===== config.mk =====
export PLATFORM = sky130hd
export DESIGN_NAME = ipv4_udp_hdr_parser
export DESIGN_NICKNAME = d
export VERILOG_FILES = /design/src/rtl/ipv4_udp_hdr_parser.sv
export SDC_FILE = /design/constraint.sdc
export NUM_CORES = 1
export LEC_CHECK = 0
export ABC_AREA = 1
export CORE_MARGIN = 2
export CORE_UTILIZATION = 30
export CTS_CLUSTER_DIAMETER = 40
export DETAILED_ROUTE_END_ITERATION = 8
export GPL_TIMING_DRIVEN = 1
export SYNTH_ARGS = -nofsm -noshare
export SYNTH_HDL_FRONTEND = slang
export SYNTH_SLANG_ARGS = --single-unit
export TNS_END_PERCENT = 30

===== constraint.sdc =====
create_clock -name clk -period 2.7 [get_ports clk]
set_clock_uncertainty 0.2 [all_clocks]
set_input_delay 0.81 -clock clk [delete_from_list [all_inputs] [get_ports clk]]
set_output_delay 0.81 -clock clk [all_outputs]
set_load 0.01 [all_outputs]

===== src/rtl/ipv4_udp_hdr_parser.sv =====
`default_nettype none
// ============================================================================
// Module   : ipv4_udp_hdr_parser
// Brief    : Taps a 64-bit receive stream, walks the first five beats of each
//            Ethernet frame and presents a host-order IPv4/UDP header record
//            on a registered valid/ready port. Frame data passes through
//            with zero latency and is never back-pressured by the parser.
// Options  : IPV4_CSUM_CHK_EN - verify the IPv4 header checksum; adds one
//            cycle of header latency (fold stage before the record loads).
// Revision : 1.0 - initial release
// ============================================================================
module ipv4_udp_hdr_parser (
  input  logic        clk,
  input  logic        rst_n,
  input  logic [63:0] s_tdata,
  input  logic [7:0]  s_tkeep,
  input  logic        s_tlast,
  input  logic        s_tvalid,
  output logic        s_tready,
  output logic [63:0] m_tdata,
  output logic [7:0]  m_tkeep,
  output logic        m_tlast,
  output logic        m_tvalid,
  input  logic        m_tready,
  output logic        hdr_valid,
  input  logic        hdr_ready,
  output logic [47:0] hdr_dst_mac,
  output logic [47:0] hdr_src_mac,
  output logic [15:0] hdr_ethertype,
  output logic [31:0] hdr_src_ip,
  output logic [31:0] hdr_dst_ip,
  output logic [7:0]  hdr_proto,
  output logic [15:0] hdr_sport,
  output logic [15:0] hdr_dport,
  output logic        hdr_is_udp,
  output logic        hdr_csum_ok,
  output logic [15:0] hdr_drop_cnt
);

  localparam logic [15:0] C_ETH_IPV4  = 16'h0800;
  localparam logic [7:0]  C_PROTO_UDP = 8'd17;

  typedef enum logic [1:0] {
    ST_SOF  = 2'd0,
    ST_HDR  = 2'd1,
    ST_BODY = 2'd2
  } state_t;

  typedef struct packed {
    logic [47:0] dst;
    logic [47:0] src;
    logic [15:0] eth;
    logic [31:0] sip;
    logic [31:0] dip;
    logic [7:0]  proto;
    logic [15:0] sport;
    logic [15:0] dport;
  } hdr_rec_t;

  // Endian conversion: lane 0 (first wire byte) becomes the most significant byte.
  function automatic logic [15:0] endian_conv16(input logic [15:0] x);
    return {x[7:0], x[15:8]};
  endfunction

  function automatic logic [31:0] endian_conv32(input logic [31:0] x);
    return {x[7:0], x[15:8], x[23:16], x[31:24]};
  endfunction

  function automatic logic [47:0] endian_conv48(input logic [47:0] x);
    return {x[7:0], x[15:8], x[23:16], x[31:24], x[39:32], x[47:40]};
  endfunction

  // ---------------------------------------------------------------------------
  // Pass-through stream: pure wiring, the parser only observes.
  // ---------------------------------------------------------------------------
  assign m_tdata  = s_tdata;
  assign m_tkeep  = s_tkeep;
  assign m_tlast  = s_tlast;
  assign m_tvalid = s_tvalid;
  assign s_tready = m_tready;

  logic   w_xfer;
  state_t state_q, state_d;
  logic [2:0] beat_cnt_q, beat_cnt_d;
  logic   w_runt;
  logic   w_hdr_done;

  assign w_xfer = s_tvalid && m_tready;

  // FSM state and beat counter registers.
  always_ff @(posedge clk or negedge rst_n) begin
    if (!rst_n) begin
      state_q    <= ST_SOF;
      beat_cnt_q <= 3'd0;
    end else begin
      state_q    <= state_d;
      beat_cnt_q <= beat_cnt_d;
    end
  end

  // Next-state logic: walk beats 0..4, flag runts and header completion.
  always_comb begin
    state_d    = state_q;
    beat_cnt_d = beat_cnt_q;
    w_runt     = 1'b0;
    w_hdr_done = 1'b0;
    if (w_xfer) begin
      case (state_q)
        ST_SOF: begin
          if (s_tlast) begin
            w_runt = 1'b1;
          end else begin
            beat_cnt_d = 3'd1;
            state_d    = ST_HDR;
          end
        end
        ST_HDR: begin
          if (beat_cnt_q == 3'd4) begin
            w_hdr_done = 1'b1;
            beat_cnt_d = 3'd0;
            state_d    = s_tlast ? ST_SOF : ST_BODY;
          end else if (s_tlast) begin
            w_runt     = 1'b1;
            beat_cnt_d = 3'd0;
            state_d    = ST_SOF;
          end else begin
            beat_cnt_d = beat_cnt_q + 3'd1;
          end
        end
        ST_BODY: begin
          if (s_tlast) state_d = ST_SOF;
        end
        default: begin
          state_d    = ST_SOF;
          beat_cnt_d = 3'd0;
        end
      endcase
    end
  end

  // ---------------------------------------------------------------------------
  // Field capture, kept in wire byte order until the record is assembled.
  // ---------------------------------------------------------------------------
  logic [47:0] cap_dst_q;
  logic [47:0] cap_src_q;
  logic [15:0] cap_eth_q;
  logic [7:0]  cap_proto_q;
  logic [31:0] cap_sip_q;
  logic [15:0] cap_dip_hi_q;
  logic        w_in_hdr;

  assign w_in_hdr = w_xfer && (state_q == ST_HDR);

  // Latch the raw header bytes of beats 0-3 as they transfer.
  always_ff @(posedge clk or negedge rst_n) begin
    if (!rst_n) begin
      cap_dst_q    <= '0;
      cap_src_q    <= '0;
      cap_eth_q    <= '0;
      cap_proto_q  <= '0;
      cap_sip_q    <= '0;
      cap_dip_hi_q <= '0;
    end else if (w_xfer && (state_q == ST_SOF)) begin
      cap_dst_q        <= s_tdata[47:0];
      cap_src_q[15:0]  <= s_tdata[63:48];
    end else if (w_in_hdr) begin
      case (beat_cnt_q)
        3'd1: begin
          cap_src_q[47:16] <= s_tdata[31:0];
          cap_eth_q        <= s_tdata[47:32];
        end
        3'd2: cap_proto_q <= s_tdata[63:56];
        3'd3: begin
          cap_sip_q    <= s_tdata[47:16];
          cap_dip_hi_q <= s_tdata[63:48];
        end
        default: ;
      endcase
    end
  end

  // Complete record as seen during the beat-4 transfer.
  hdr_rec_t w_new;
  assign w_new.dst   = endian_conv48(cap_dst_q);
  assign w_new.src   = endian_conv48(cap_src_q);
  assign w_new.eth   = endian_conv16(cap_eth_q);
  assign w_new.sip   = endian_conv32(cap_sip_q);
  assign w_new.dip   = endian_conv32({s_tdata[15:0], cap_dip_hi_q});
  assign w_new.proto = cap_proto_q;
  assign w_new.sport = endian_conv16(s_tdata[31:16]);
  assign w_new.dport = endian_conv16(s_tdata[47:32]);

  logic     w_load_evt;
  hdr_rec_t w_load_rec;
  logic     w_load_ok;

`ifdef IPV4_CSUM_CHK_EN
  // Sum of the four network-order 16-bit words carried by one beat.
  function automatic logic [17:0] csum_words4(input logic [63:0] d);
    return {2'b00, endian_conv16(d[15:0])}  + {2'b00, endian_conv16(d[31:16])} +
           {2'b00, endian_conv16(d[47:32])} + {2'b00, endian_conv16(d[63:48])};
  endfunction

  logic [19:0] csum_acc_q, csum_acc_d;
  hdr_rec_t    stg_q;
  logic [19:0] stg_sum_q;
  logic        stg_vld_q;
  logic [16:0] w_fold1;
  logic [15:0] w_fold2;

  // Accumulate header words: bytes 14-15 in beat 1, all of beats 2 and 3.
  always_comb begin
    csum_acc_d = csum_acc_q;
    if (w_in_hdr) begin
      case (beat_cnt_q)
        3'd1:       csum_acc_d = {4'd0, endian_conv16(s_tdata[63:48])};
        3'd2, 3'd3: csum_acc_d = csum_acc_q + {2'b00, csum_words4(s_tdata)};
        default: ;
      endcase
    end
  end

  // Stage the finished header and its raw sum (bytes 32-33 added last).
  always_ff @(posedge clk or negedge rst_n) begin
    if (!rst_n) begin
      csum_acc_q <= '0;
      stg_q      <= '0;
      stg_sum_q  <= '0;
      stg_vld_q  <= 1'b0;
    end else begin
      csum_acc_q <= csum_acc_d;
      stg_vld_q  <= w_hdr_done;
      if (w_hdr_done) begin
        stg_q     <= w_new;
        stg_sum_q <= csum_acc_q + {4'd0, endian_conv16(s_tdata[15:0])};
      end
    end
  end

  // Two end-around-carry folds; the second can never carry out again.
  assign w_fold1 = {1'b0, stg_sum_q[15:0]} + {13'd0, stg_sum_q[19:16]};
  assign w_fold2 = w_fold1[15:0] + {15'd0, w_fold1[16]};

  assign w_load_evt = stg_vld_q;
  assign w_load_rec = stg_q;
  assign w_load_ok  = (w_fold2 == 16'hFFFF) && (stg_q.eth == C_ETH_IPV4);
`else
  assign w_load_evt = w_hdr_done;
  assign w_load_rec = w_new;
  assign w_load_ok  = 1'b1;
`endif

  // ---------------------------------------------------------------------------
  // Output record, handshake and drop accounting.
  // ---------------------------------------------------------------------------
  hdr_rec_t    rec_q;
  logic        is_udp_q;
  logic        csum_ok_q;
  logic        valid_q;
  logic [15:0] drop_q, drop_d;
  logic        w_load;
  logic        w_ovr;
  logic [1:0]  w_drop_inc;
  logic [16:0] w_drop_sum;

  assign w_load     = w_load_evt && (!valid_q || hdr_ready);
  assign w_ovr      = w_load_evt && valid_q && !hdr_ready;
  assign w_drop_inc = {1'b0, w_runt} + {1'b0, w_ovr};
  assign w_drop_sum = {1'b0, drop_q} + {15'd0, w_drop_inc};
  assign drop_d     = w_drop_sum[16] ? 16'hFFFF : w_drop_sum[15:0];

  // Load a new record when the slot is free or being emptied this cycle.
  always_ff @(posedge clk or negedge rst_n) begin
    if (!rst_n) begin
      rec_q     <= '0;
      is_udp_q  <= 1'b0;
      csum_ok_q <= 1'b0;
      valid_q   <= 1'b0;
      drop_q    <= '0;
    end else begin
      drop_q <= drop_d;
      if (w_load) begin
        rec_q     <= w_load_rec;
        is_udp_q  <= (w_load_rec.eth == C_ETH_IPV4) && (w_load_rec.proto == C_PROTO_UDP);
        csum_ok_q <= w_load_ok;
        valid_q   <= 1'b1;
      end else if (hdr_ready) begin
        valid_q <= 1'b0;
      end
    end
  end

  assign hdr_valid     = valid_q;
  assign hdr_dst_mac   = rec_q.dst;
  assign hdr_src_mac   = rec_q.src;
  assign hdr_ethertype = rec_q.eth;
  assign hdr_src_ip    = rec_q.sip;
  assign hdr_dst_ip    = rec_q.dip;
  assign hdr_proto     = rec_q.proto;
  assign hdr_sport     = rec_q.sport;
  assign hdr_dport     = rec_q.dport;
  assign hdr_is_udp    = is_udp_q;
  assign hdr_csum_ok   = csum_ok_q;
  assign hdr_drop_cnt  = drop_q;

endmodule
`default_nettype wire


==> run metrics, run 1 <==
Critical Path Source Type register; DRT Pass-1 Iters 5; Netlist Area Pre-Place around 16,000 um^2; I/O Pins 388; final hold violation count 0; cell taking the most area after synthesis dfrtp_1; number of global-route vias before repair 13.00k; Max Cap Viol 0; Rows 84; cell family with most CP delay buffers and inverters; Slowest-stage cell, CP clkdlybuf4s50_1; CP endpoint kind primary output; Finished Layout Cells 2,876; Hold Crit Depth 2; number of buffers and inverters on the critical path 1; CTS buffer count 55; Area contributors post-synth dfrtp_1, nand2_1, o21ai_0; Max Transition Viols Final 0; pin count of the biggest net entering global routing 67; Critical Path RT 1690 ps; Netlist cell types 25; CTS tree built; antenna-violating nets left 0; dpl cells roughly 2.8k; crit-path cells clkdlybuf4s50_1; DIE WIDTH 235.7 um; WL final ~44,000 um; vias per inst 4.437; status complete, no violations; leak pwr 11.42 nW; Slowest Stage Delay on Critical Path between 500 and 600 ps; Nets 2,229; # setup viols final 0; Die Y 235.7 um; sequential area share after synthesis 63.39%; flops & latches, synth slightly above 400; die area ~56,000 um^2; core area 52,870 um^2; n_diodes 0; crit path max fanout 6; Peak VDD IR approximately 0.47 mV; vias post-DR 12.76k; Final Cycle Share between 90% and 100%; fraction of layout cells with a size suffix above 1 12.16%; Worst-Skew Late Latency 600 ps; synthesized net count about 1.8k; Worst path depth 1; P&R area growth vs syn 42.29%; Least-Margin Pin Slew 502.0 ps; post-synth top area share a little under two thirds; Fillers 5,093; grt ovf 0; worst hold margin 257.8 ps; CTS root buf clkbuf_16; clock sink count ~410; Clk pin slew, worst setup/hold paths roughly 50 ps; Syn Area/Cell 9.251 um^2; total power 17.04 mW; wire per inst between 15 and 20 um; HP Class reg -> reg; most frequent cells in the layout nand2_1, dfrtp_1, clkdlybuf4s50_1; Post-Synthesis Cells ~1.7k; Ys Warns 0; Starting Density 30.47%; max frequency 379.0 MHz; setup TNS 0 ps; gpl congestion 0.7893; DRC viols 0; IO Port Bufs between 300 and 400; Tmin final roughly 2600 ps; GR Util All Layers 15.94%; FF-to-FF path depth 16; crit path DAT 1630 ps; Slew HR around 66%; Pwr Density 743.6 nW/um^2; post-DP HPWL 30,860 um; final core occ 43.35%; H-tree levels 2; Setup CP Type reg -> out; first-pass GRT wire length 71,760 um; Max clock buf depth 3; initial DRC count roughly 910; most common cell after layout, fill and taps aside nand2_1; initial antenna violation count 0
==> worst paths after layout <==
kind	start	to	slack (ps)
hold / removal	cap_src_q[22]	hdr_src_mac[30]	260
min in group asynchronous	rst_n	hdr_dport[6]	540
hold reg to reg	cap_src_q[22]	hdr_src_mac[30]	260
setup / recovery	hdr_drop_cnt[10]	hdr_drop_cnt[10]	60
max in group asynchronous	rst_n	hdr_proto[5]	1040
setup reg to reg	beat_cnt_q[1]	hdr_drop_cnt[10]	120
==> layer usage <==
layer	share of wire, %	GRT usage (%)	wire length (um)
met1	44	20.93	19520
met2	48	26.21	21100
met3	6.4	4.386	2812
met4	1.4	3.667	632
met5	0	0	0
==> what timing repair did <==
action | in CTS | in global routing
hold buffers | 1 | 0
pin swaps | 0 | 3
gates resized for setup | 72 | 19
endpoints found under the setup margin | 82 | 19
buffers inserted | 0 | 3
endpoints found under the hold margin | 34 | 0
gates cloned | 0 | 1
==> cells by family after synthesis <==
kind of cell               count (synthesis)  share of synthesized area [%]
adders and majority gates                  7                         0.5904
xor gates and xnor gates                   4                         0.2175
AOI/OAI and AO/OA                        250                          7.776
DFF                                      408                          63.39
and+or+nand+nor                          800                          19.16
buffers and inverters                    272                          8.864
==> report_power, final <==
group | leakage (nW) | switching [mW] | internal [mW] | total (mW)
combinational | 4.95 | 1.02 | 0.814 | 1.83
clock | 0.948 | 2.88 | 4.70 | 7.58
sequential | 5.52 | 0.557 | 7.07 | 7.63
total | 11.4 | 4.46 | 12.6 | 17.0
==> worst reg2reg max path, stage by stage (launching register included) <==
cell and delay (ps):
dfrtp_2 430, inv_2 70, ha_2 170, nand2_2 70, inv_2 80, nand2_2 70, inv_2 70, nand3_2 70
fa_2 410, inv_2 90, ha_4 140, nand3_2 100, inv_2 90, nand2_2 70, buf_4 150, o21ai_2 100
nand3_1 80
==> sequential cells by signal, summed over array words and instances, names as in the netlist, 32 cells and up <==
| register | cells |
|---|---|
| hdr_dst_mac | 48 |
| cap_sip_q | 32 |
| hdr_src_ip | 32 |
| cap_dst_q | 48 |
| cap_src_q | 48 |
| hdr_src_mac | 48 |
| hdr_dst_ip | 32 |
==> cell type report <==
cell class,count,area [um^2],share of cell area (%)
clock buffers,66,1498,6.535
clock inverters,35,456.7,1.993
inverters,114,432.9,1.889
repair buffers,503,4880,21.29
multi-input cells,1062,4573,19.95
well taps,688,860.8,3.756
flip-flops and latches,408,10220,44.58
==> metrics by stage <==
stage               area (um^2)  setup WS, ps
global placement          20950        -616.5
detailed placement        20950        -669.3
finish                    22920         61.58
CTS                       22850         2.601
global route              22920        -43.28
floorplan                 16140         5.521
==> synth_stat cells <==
cell type	instances
o21ai_0	246
xnor2_1	1
buf_4	78
ha_1	6
fa_1	1
nor3b_1	1
nand2_1	740
xor2_1	3
inv_1	112
a31oi_1	1
nand3b_1	3
buf_2	31
inv_2	2
nor3_2	1
nor2_1	22
buf_6	10
nand4_1	5
a21oi_1	1
nor3_1	1
nand3_4	1
or2_2	2
o21ai_1	2
nand3_1	24
clkbuf_1	39
dfrtp_1	408
(Power assumes the default switching activity.)
==> run 2, diff against run 1 <==
CORE_UTILIZATION = 50   (was 30)
PLACE_DENSITY = 0.8   (was default)
clock period = 2.5 ns   (was 2.7 ns; I/O delays follow)
==> run metrics, run 2 (synthesis results as in run 1) <==
die area ~34,000 um^2; Final Worst Setup Slack -18.75 ps; H-tree levels 2; # setup viols final 4; Pwr Density just under 800 nW/um^2; first-pass GRT wire length between 60,000 and 70,000 um; HP Class reg -> reg; Starting Density 50.91%; fraction of layout cells with a size suffix above 1 11.58%; Slowest Stage Delay on Critical Path 410 ps; P&R area growth vs syn 38.45%; I/O Pins a little under 400; IO Port Bufs 371; DRT Pass-1 Iters 5; RSZ-0062 raised after global routing yes; initial DRC count 785; number of global-route vias before repair between 10k and 15k; grt ovf 0; DRC viols 0; CTS buffer count 48; Top cell by count, worst path inv_2; number of buffers and inverters on the critical path 7; Worst-Skew Late Latency about 540 ps; crit path max fanout 7; GR Util All Layers between 20% and 30%; CTS tree built; final hold violation count 0; total power around 18 mW; core area 31,640 um^2; DIE WIDTH 183.5 um; post-DP HPWL 28,440 um; max frequency approximately 400 MHz; Slowest-stage cell, CP fa_2; crit-path cells inv_2 -> ha_4 -> nand2_4 -> inv_2 -> nand2_2 -> inv_2 -> nand3_2 -> fa_2 -> inv_2 -> ha_4 -> nand3_2 -> inv_2 -> nand2_2 -> inv_2 -> nand3_4 -> buf_6 -> nand3b_1; Slew HR 68.69%; initial antenna violation count 1; pin count of the biggest net entering global routing 77; Reg2Reg Setup Slack -20 ps; Hold Crit Depth 2; Nets 2,206; antenna-violating nets left 0; vias post-DR 12.98k; Max Transition Viols Final 0; Setup CP Type reg -> reg; Final Cycle Share 100.8%; CP endpoint kind register; Max clock buf depth 3; Max Cap Viol 0; Critical Path Source Type register; n_diodes 0; cell family with most CP delay adder cells; clock sink count slightly above 400; gpl congestion slightly above 0.8; Worst Hold Launch cap_sip_q[1]; Rows 65; setup TNS -38.18 ps; WL final 41,880 um; Critical Path RT about 2800 ps; Least-Margin Pin Slew 469.7 ps; Tmin final 2519 ps; Crit Reg-Reg Endpoint hdr_drop_cnt[6]; FF-to-FF path depth 17; wire per inst 16.36 um; crit path DAT approximately 2800 ps; status finished, violations left; most common cell after layout, fill and taps aside nand2_1; most frequent cells in the layout nand2_1, dfrtp_1, clkdlybuf4s50_1; failing checks setup timing; leak pwr 11.43 nW; Clk pin slew, worst setup/hold paths approximately 60 ps; hold endpoint hdr_src_ip[25]; CTS root buf clkbuf_16; vias per inst 5.071; Die Y 183.5 um; Peak VDD IR 0.5207 mV; Worst R2R Start beat_cnt_q[1]
## run 2: cell types whose count changed in the layout (fill, tap and decap cells not counted), moves of 5 or more
cell / change
clkbuf_16: -7
nand3_1: -7
buf_4: -19
nand3_2: +6
clkdlybuf4s50_1: -15
clkdlybuf4s15_1: +5
dlygate4sd2_1: +6
## run 2: through the flow
step / instance area (um^2) / cells / utilization, % / hold WS [ps] / setup WS [ps]
after floorplan: 16200 / 1741 / - / 242.2 / -12.05
after global placement: 20550 / 2467 / 64.96 / 250.2 / -719.9
after detailed placement: 20550 / 2467 / 64.96 / 253.0 / -791.2
after CTS: 22180 / 2555 / 70.12 / 264.7 / -103.9
after global routing: 22300 / 2560 / 70.49 / 288.0 / -122.7
final: 22300 / 2560 / 70.49 / 265.5 / -18.75
## run 2: metal layers
metal | GRT usage, % | vias up | share of wire [%]
met5 | 0 | - | 0.026
met4 | 9.504 | 2 | 3.6
met3 | 4.992 | 114 | 6.4
met2 | 43.18 | 493 | 50
met1 | 30.63 | 6263 | 40
li1 | - | 6109 | -
## run 2: final cells by class
cell class / count / area, um^2
clock buffers: 56 / 1281
clock inverters: 31 / 416.7
fillers: 2294 / 9336
inverters: 114 / 432.9
multi-input cells: 1061 / 4638
flip-flops and latches: 408 / 10220
well taps: 402 / 503.0
repair buffers: 488 / 4808
## run 2: what timing repair did
action                                 CTS  global route
setup endpoints to repair               95            26
setup buffers                            0             5
hold buffers                             1             0
gates cloned                             0             0
pin swaps                                0             4
resized for setup                       92            27
endpoints found under the hold margin   35             0
## run 2: worst max-delay path by stage
stage	from	end	slack, ps	cells after the start
6_report	beat_cnt_q[1]	hdr_drop_cnt[6]	-20	17
5_1_grt	beat_cnt_q[1]	hdr_drop_cnt[6]	-120	17
4_1_cts	hdr_drop_cnt[11]	hdr_drop_cnt[11]	-100	1
3_5_place_dp	s_tvalid	hdr_drop_cnt[10]	-790	15
3_3_place_gp	s_tvalid	hdr_drop_cnt[10]	-720	15
2_1_floorplan	s_tvalid	hdr_drop_cnt[0]	-10	15
## run 2: power by group
part	internal [mW]	total, mW	leakage [nW]	switching [mW]
combinational	0.870	1.98	5.08	1.11
clock	4.46	7.33	0.833	2.86
sequential	7.63	8.25	5.52	0.618
total	13.0	17.6	11.4	4.59
## run 2: tightest hold or removal path, stage by stage, from the launching register on
cell and delay, ps:
dfrtp_1 340, nand2_1 50, nand2_1 50
==> run 3, diff against run 2 <==
CORE_MARGIN = default   (was 2)
RECOVER_POWER = 100   (was default)
==> run metrics, run 3 (synthesis results as in run 1) <==
Die Y 181.5 um; Starting Density 50.91%; failing checks setup timing; pre-CTS setup slack -815.1 ps; DRT Pass-1 Iters 5; Finished Layout Cells about 2.6k; initial DRC count between 900 and 1k; Pwr Density around 770 nW/um^2; CP endpoint kind register; most frequent cells in the layout nand2_1, dfrtp_1, clkdlybuf4s50_1; final core occ 71.28%; clock sink count 408; die area 32,940 um^2; pin count of the biggest net entering global routing 63; grt ovf 0; # setup viols final 1; Fillers 2,199; status finished, violations left; crit path max fanout 2; number of global-route vias before repair around 14k; Setup CP Type reg -> reg; Critical Path Source Type register; CTS root buf clkbuf_16; Tmin final 2503 ps; initial antenna violation count 1; vias per inst around 5.2; DIE WIDTH 181.5 um; HP Class reg -> reg; first-pass GRT wire length ~70,000 um; wire per inst 17.13 um; crit path DAT 2720 ps; Clk pin slew, worst setup/hold paths 60 ps; CTS buffer count 46; Final Worst Setup Slack -2.597 ps; IO Port Bufs 371; antenna-violating nets left 0; Max clock buf depth 3; CTS tree built; Critical Path RT 2710 ps; Final Cycle Share 100.1%; dpl cells 2,475; P&R area growth vs syn 40.01%; max frequency 399.6 MHz; fraction of layout cells with a size suffix above 1 12.79%; setup TNS -2.597 ps; H-tree levels 2; Peak VDD IR between 0.6 and 0.7 mV; Nets about 2.2k; post-DP HPWL 28,850 um; gpl congestion 0.8376; Max Cap Viol 0; Max Transition Viols Final 0; I/O Pins 388; most common cell after layout, fill and taps aside nand2_1; DRC viols 0; leak pwr 11.53 nW; WL final 44,260 um; total power 17.30 mW; final hold violation count 0; Least-Margin Pin Slew about 940 ps; RSZ-0062 raised after global routing yes; Rows 65; Worst-Skew Late Latency about 530 ps; GR Util All Layers 26.65%; vias post-DR 13.39k; Slew HR 37.58%; core area 31,640 um^2
run 3: cell count changes in the layout (fill, tap and decap cells not counted), sizes merged, moves of 2 or more:
cell / previous run / this run
buf: 117 / 137
bufinv: 7 / 4
clkbuf: 56 / 66
clkdlybuf4s50: 286 / 290
clkinv: 14 / 10
clkinvlp: 2 / 4
dlygate4sd2: 72 / 67
inv: 122 / 120
run 3: worst paths after layout:
check                                   to           from  cells after the start  slack, ps
hold / removal              hdr_dst_mac[7]  cap_dst_q[47]                      2        260
setup reg to reg           hdr_drop_cnt[4]  beat_cnt_q[0]                     15         -3
max in group asynchronous  hdr_drop_cnt[2]          rst_n                      3        490
min in group asynchronous    cap_sip_q[11]          rst_n                      2        740
setup / recovery           hdr_drop_cnt[4]  beat_cnt_q[0]                     15         -3
hold reg to reg             hdr_dst_mac[7]  cap_dst_q[47]                      2        260
run 3: cell type report:
type / instances / area (um^2) / area share [%]
antenna: 1 / 2.502 / 0.01110
clock buffer: 60 / 1315 / 5.831
clock inverter: 24 / 264.0 / 1.171
inverter: 114 / 435.4 / 1.931
multi-input combinational: 1061 / 4664 / 20.68
sequential: 408 / 10220 / 45.33
tap: 402 / 503.0 / 2.230
timing repair buffer: 514 / 5145 / 22.81
run 3: critical path, stage by stage, from the launching register on:
cell,delay [ps]
dfrtp_1,390
inv_2,90
ha_4,140
nand2_4,50
inv_2,70
nand2_2,60
inv_2,70
nand3_2,70
fa_2,380
inv_2,80
ha_4,150
nand3_2,90
buf_4,140
buf_4,120
xor2_1,200
nand2_2,70
run 3: timing repair:
item                                    CTS  global route
gates cloned                              0             3
buffers inserted                         13             7
endpoints found under the hold margin    42             0
endpoints found under the setup margin   94            57
hold buffers                              1             0
pin swaps                                 1             2
gates resized for setup                 100            47
run 3: stage by stage:
step                      area [um^2]  hold slack [ps]
final                           22550            263.3
after detailed placement        20670            251.3
after global routing            22550            287.1
after CTS                       22330            266.2
after global placement          20670            248.9
after floorplan                 16200            242.2
run 3: power breakdown:
part | total, mW | internal, mW | switching, mW
Combinational | 2.16 | 0.953 | 1.20
Sequential | 8.27 | 7.63 | 0.638
Clock | 6.87 | 4.16 | 2.72
Total | 17.3 | 12.7 | 4.56
run 3: metal layers:
layer / global-route usage [%] / wire length [um] / part of all wire, %
met1: 32.48 / 16990 / 38
met4: 9.729 / 1421 / 3.2
met5: 0 / 0 / 0
met3: 5.255 / 2992 / 6.8
met2: 46.95 / 22850 / 52
